--- src/rtl/instr_fetch_unit.sv ---
// Instruction fetch: PC, single-outstanding imem request, registered instruction to decode.
// Optional macro FETCH_PERF_CNT_EN adds the fetch_count accept counter output.
module instr_fetch_unit #(
    parameter int              PC_W     = 8,
    parameter int              INSTR_W  = 16,
    parameter logic [PC_W-1:0] RESET_PC = {PC_W{1'b0}}
) (
    input  logic               clk,
    input  logic               rst_n,
    output logic               imem_req,
    output logic [PC_W-1:0]    imem_addr,
    input  logic [INSTR_W-1:0] imem_rdata,
    input  logic               imem_valid,
    output logic [INSTR_W-1:0] instr,
    output logic [2:0]         opcode,
    output logic               instr_valid,
    input  logic               instr_ready,
    input  logic               jumpSelect,
    output logic               halted
`ifdef FETCH_PERF_CNT_EN
    ,
    output logic [15:0]        fetch_count
`endif
);

    typedef enum logic [1:0] {
        S_FETCH  = 2'd0,
        S_DECODE = 2'd1,
        S_HALT   = 2'd2
    } state_e;

    state_e             state_q, state_d;
    logic [PC_W-1:0]    pc_q, pc_d;
    logic               req_q, req_d;
    logic [INSTR_W-1:0] instr_q, instr_d;
    logic               valid_q, valid_d;
    logic               halted_q, halted_d;
    logic               accept_s;
    logic [2:0]         opcode_s;
`ifdef FETCH_PERF_CNT_EN
    logic [15:0]        cnt_q, cnt_d;
`endif

    assign accept_s = valid_q & instr_ready;
    assign opcode_s = instr_q[INSTR_W-1:INSTR_W-3];

    // Next-state logic for the fetch/decode/halt sequencer.
    always_comb begin
        state_d  = state_q;
        pc_d     = pc_q;
        req_d    = req_q;
        instr_d  = instr_q;
        valid_d  = valid_q;
        halted_d = halted_q;
`ifdef FETCH_PERF_CNT_EN
        cnt_d    = cnt_q;
`endif
        case (state_q)
            S_FETCH: begin
                // The request rises one cycle after reset release, then waits for data.
                if (!req_q) begin
                    req_d = 1'b1;
                end else if (imem_valid) begin
                    instr_d = imem_rdata;
                    valid_d = 1'b1;
                    req_d   = 1'b0;
                    state_d = S_DECODE;
                end else begin
                    req_d = 1'b1;
                end
            end
            S_DECODE: begin
                if (accept_s) begin
                    valid_d = 1'b0;
`ifdef FETCH_PERF_CNT_EN
                    cnt_d   = cnt_q + 16'd1;
`endif
                    if (opcode_s == 3'b111) begin
                        halted_d = 1'b1;
                        state_d  = S_HALT;
                    end else if (jumpSelect) begin
                        pc_d    = instr_q[PC_W-1:0];
                        req_d   = 1'b1;
                        state_d = S_FETCH;
                    end else begin
                        pc_d    = pc_q + PC_W'(1);
                        req_d   = 1'b1;
                        state_d = S_FETCH;
                    end
                end else begin
                    valid_d = 1'b1;
                end
            end
            S_HALT: begin
                req_d    = 1'b0;
                valid_d  = 1'b0;
                halted_d = 1'b1;
            end
            default: begin
                state_d  = S_FETCH;
                req_d    = 1'b0;
                valid_d  = 1'b0;
                halted_d = 1'b0;
            end
        endcase
    end

    // State and registered outputs.
    always_ff @(posedge clk or negedge rst_n) begin
        if (!rst_n) begin
            state_q  <= S_FETCH;
            pc_q     <= RESET_PC;
            req_q    <= 1'b0;
            instr_q  <= {INSTR_W{1'b0}};
            valid_q  <= 1'b0;
            halted_q <= 1'b0;
`ifdef FETCH_PERF_CNT_EN
            cnt_q    <= 16'd0;
`endif
        end else begin
            state_q  <= state_d;
            pc_q     <= pc_d;
            req_q    <= req_d;
            instr_q  <= instr_d;
            valid_q  <= valid_d;
            halted_q <= halted_d;
`ifdef FETCH_PERF_CNT_EN
            cnt_q    <= cnt_d;
`endif
        end
    end

    assign imem_req    = req_q;
    assign imem_addr   = pc_q;
    assign instr       = instr_q;
    assign opcode      = opcode_s;
    assign instr_valid = valid_q;
    assign halted      = halted_q;
`ifdef FETCH_PERF_CNT_EN
    assign fetch_count = cnt_q;
`endif

endmodule

--- config.mk ---
export PLATFORM = sky130hd
export DESIGN_NAME = instr_fetch_unit
export DESIGN_NICKNAME = d
export VERILOG_FILES = /design/src/rtl/instr_fetch_unit.sv
export SDC_FILE = /design/constraint.sdc
export NUM_CORES = 1
export LEC_CHECK = 0
export ABC_AREA = 1
export BUFFER_PORTS_ARGS = -buffer_cell sky130_fd_sc_hd__buf_4
export CORE_AREA = 2 2 65 67
export CTS_BUF_LIST = sky130_fd_sc_hd__clkbuf_4
export CTS_CLUSTER_SIZE = 16
export DETAILED_ROUTE_END_ITERATION = 6
export DIE_AREA = 0 0 67 69
export PLACE_DENSITY = 0.67
export SLEW_MARGIN = 20
export SYNTH_ARGS = -nofsm -noshare
export SYNTH_HDL_FRONTEND = slang
export SYNTH_SLANG_ARGS = --single-unit
--- constraint.sdc ---
create_clock -name clk -period 1.57 [get_ports clk]
set_clock_uncertainty 0.05 [all_clocks]
set_input_delay 0.157 -clock clk [delete_from_list [all_inputs] [get_ports clk]]
set_output_delay 0.157 -clock clk [all_outputs]
set_load 0.02 [all_outputs]
Yosys cells after proc, flatten, opt, wreduce, memory -nomap -nowiden
Cells that the tools add are included.
{"block": "word_totals", "reg_bits": 29, "latch_bits": 0, "mem_bits_rw": 0, "mem_bits_ro": 0, "in_bits": 21, "mem_count": 0}
{"block": "op_classes", "addsub": 1, "n_mul": 0, "div": 0, "magnitude_cmp": 0, "eq_ne": 8, "n_shift": 0, "muxes": 18, "n_bitwise": 4, "n_reduce_logical": 7}
{"operator": "!= test 2 bit, second input constant", "count": 5}
{"operator": "2-to-1 mux 1 bit", "count": 9}
{"operator": "AND reduction 3 bit", "count": 3}
{"operator": "adder 8 x 1 -> 8 bit, second input constant", "count": 1}
{"operator": "2-to-1 mux 2 bit", "count": 4}
{"operator": "2-to-1 mux 8 bit", "count": 1}
{"operator": "case mux 2 bit (3 select lines)", "count": 1}
{"operator": "case mux 1 bit (2 select lines)", "count": 2}
{"operator": "AND reduction 2 bit", "count": 2}
{"operator": "AND reduction 4 bit", "count": 1}
{"operator": "equality test 3 bit, second input constant", "count": 1}
{"operator": "NOT 1 bit", "count": 3}
{"operator": "case mux 1 bit (3 select lines)", "count": 1}
{"operator": "equality test 2 x 1 -> 1 bit, second input constant", "count": 1}
{"operator": "equality test 2 bit, second input constant", "count": 1}
{"operator": "logical NOT 2 bit", "count": 1}
{"operator": "AND 1 bit", "count": 1}

Longest topological paths before layout
{"block": "logic_depth", "ltp_word": 4, "mapped_depth": 8, "mapped_depth_nobuf": 8}

Worst setup path before layout
Ideal clock, no wire load.
{"block": "synth_timing", "path_kind": "register to register", "from": "register state_q[0]", "to": "register instr_q[0], in the netlist instr[0]", "t_arrival_ns": 1.325, "required_ns": 1.395, "path_slack_ns": 0.069, "stages_incl_launch_ff": 6, "n_path_buf": 1, "synth_period_minus_slack_ns": 1.501, "path_cell_list": "dfrtp_1 > inv_1 > ha_1 > nand3_4 > buf_6 > mux2_4"}
{"block": "synth_via", "elab_chain_len": 2}
{"element": "start, declared", "line_no": "32", "source": "state_e state_q, state_d;"}
{"element": "start signal, assigned", "line_no": "121", "source": "state_q <= state_d;"}
{"element": "logical NOT 2 bit", "line_no": "58", "source": "case (state_q)"}
{"element": "AND reduction 3 bit (no source line)"}
{"element": "end signal, assigned", "line_no": "114", "source": "instr_q <= {INSTR_W{1'b0}};"}
{"element": "end signal, assigned", "line_no": "124", "source": "instr_q <= instr_d;"}
{"element": "end, declared", "line_no": "35", "source": "logic [INSTR_W-1:0] instr_q, instr_d;"}
Every way passes these cells.
A chain may end at the register's enable or synchronous reset.

Worst setup path in the final report
{"block": "layout_timing", "from": "register state_q[0]", "to": "register instr_q[3], in the netlist instr[3]"}
Same word-level chain as after synthesis.

==> out/metrics.cfg <==
[outcome]
status=finished, final reports clean

[drt]
avgViaCountPerCell=4.70
drt_iter0_drc=93
wl_mm=3.47
wire_per_inst_um=12.1
drc=0
postRouteAntennaNets=0
first_pass_iters=4
dr_total_vias=1348

[synthesis]
synth_cell_type_count=17
seq_area_frac_synth_pct=47.8
synth_top_family_by_area=simple AND/OR/NAND/NOR gates
synth_largest_area_cell=dfrtp_1
synth_fp_nets=200
syn_area_sq_um=1520
ys_ff_latch=29
avgSynthCellArea_sq_um=8.77
muxShareOfSynthArea_pct=10.6
synth-compound-area-share_pct=7.17
syn_inst=173
netlist.area_leader.share_pct=47.8
yosys.area_share.simple_pct=20.9
synth_xor_area_share_pct=0
synth_fa_ha_area_share_pct=4.95
synth.area.top_cells=dfrtp_1 (48%), nand2_1 (10%), mux2_2 (6.7%), inv_1 (5.4%), ha_1 (4.9%)
yosysWarningCount=0

[layout]
final_common_cell=buf_4
drive_gt1_share_pct=33.8
final_nets=264
syn_to_final_growth_pct=38.7
final_cell_mix=buf_4 (56), nand2_1 (41), dfrtp_1 (29)
stdcell_count=287
antenna_cells=0

[die]
dieArea_sq_um=4620
ios=51
die_y_um=69
die_w_um=67
start_util_pct=38.8
fp-row-count=23
core_area_sq_um=3910

[grt]
antenna_found_initial=0
grt_pass1_vias=1340
grt_pass1_wl_mm=5.87
grt_usage_pct=16.4
gr-total-overflow=0
grt_max_degree=30

[critical_path]
path_buf_inv=2
end_kind=register
cp_cell_sequence=inv_1 > ha_2 > nand3_4 > buf_12 > mux2_4
cp-start-kind=register
r2r_slack_ns=0.09
critPathSlowestCell=dfrtp_1
crit_arrival_ns=1.64
worstSetupPathType=reg -> reg
slowest_delay_ns=0.42
cp_max_fo=12
crit_required_ns=1.73
crit_family=flip-flops

[run]
cap_viol_max_count=0

[timing]
hold_ws_ns=0.0158
hold_viol_final=0
setup_viol=0
tightest_slew_ns=0.367
period_needed_ns=1.48
max_freq_mhz=675
rsz0062_at_grt=false
finalCritPeriodShare_pct=94.4
tns_ns=0
maxSlewHeadroom_pct=75.5
drv_slew=0

[power_and_ir_drop]
p_leak_nw=1.09
clockPowerShare_pct=9.4
power_density_nw_per_um2=2150
p_seq_share_pct=32.7
ir_drop_mv=0.966
switchingPower_mw=2.02
p_int_mw=2.51
p_sw_share_pct=44.6
combinationalPowerShare_pct=57.9
p_total_mw=4.53

[placement]
dp.cells=271
place_congestion=0.877
hpwl_mm=2.58
port_buffers=50

[min_path]
hold_class=in -> reg

[clock_tree]
numCtsBuffers=5
clock_path_buffers=2
cts_sinks=29
cts_tree=yes
clk_pin_slew_worst_paths_ns=0.08
insertion_delay_ns=0.33
htreeDepth=2
root_buffer=clkbuf_4

[routing by layer]
metal	share of wire (%)	routed length [um]	GRT usage (%)	up-vias
met2	50	1740	27.0	33
met4	1.8	61	5.44	0
met5	0	0	0	-
met1	43	1490	20.0	632
met3	5.2	182	5.22	7
li1	-	-	-	676
[area by class of cell]
cell class / instances / area, sq um
Multi-Input combinational cell: 116 / 684
Inverter: 22 / 82.6
Sequential cell: 29 / 726
Fill cell: 389 / 1810
Clock inverter: 1 / 3.75
Tap cell: 50 / 62.6
Clock buffer: 6 / 45.0
Timing Repair Buffer: 63 / 500
[worst paths after layout]
kind | to | start | depth (start not counted)
worst max-delay path | instr[3] | state_q[0] | 5
worst min-delay path | instr[13] | imem_rdata[13] | 2
worst max register to register | instr[3] | state_q[0] | 5
worst min register to register | halted | halted | 2
max in group asynchronous | instr[3] | rst_n | 2
min in group asynchronous | imem_addr[0] | rst_n | 2
[repair_timing]
item	4_1_cts	5_1_grt
buffers inserted	3	0
resized for setup	1	3
endpoints found under the setup margin	15	13
endpoints found under the hold margin	32	2
hold buffers	4	2
pin swaps	1	1
[power by group through the flow]
stage / registers [mW] / clock network (mW) / logic [mW]
2_1_floorplan: 1.85 / 0 / 1.21
3_3_place_gp: 1.49 / 0 / 2.45
3_5_place_dp: 1.50 / 0 / 2.49
4_1_cts: 1.48 / 0.441 / 2.59
5_1_grt: 1.54 / 0.478 / 2.88
6_report: 1.48 / 0.425 / 2.63
[through the flow]
step / util, % / cell area, sq um / setup WS [ns]
final: 53.8 / 2100 / 0.0875
after global routing: 53.8 / 2100 / 0.0179
after CTS: 52.9 / 2070 / 0.0424
after detailed placement: 49.6 / 1940 / -0.0252
after global placement: 49.6 / 1940 / 0.0413
after floorplan: - / 1520 / 0.0694
[registers in the layout, summed over array words and instances, names as in the netlist]
register and cells:
state_q 2, halted 1, imem_req 1, instr_valid 1, instr 16, imem_addr 8
[logic make-up (layout without fill, tap and decap cells)]
| kind of cell | Yosys count | count (layout) |
|---|---|---|
| fa+ha+maj | 6 | 6 |
| flops | 29 | 29 |
| simple gates | 76 | 76 |
| compound gates | 21 | 21 |
| mux | 13 | 13 |
| buf+inv | 28 | 92 |
[cells in the mapped netlist]
cell,number
nand2_1,41
dfrtp_1,29
inv_1,22
nor2_1,20
nand3_1,13
a21oi_1,9
mux2_2,9
o21ai_0,9
ha_1,6
buf_4,4
mux2_4,4
a31oi_1,2
buf_2,1
buf_6,1
nand3_4,1
nor2_2,1
o22ai_1,1
No activity file was read; power rests on OpenSTA's default activity.
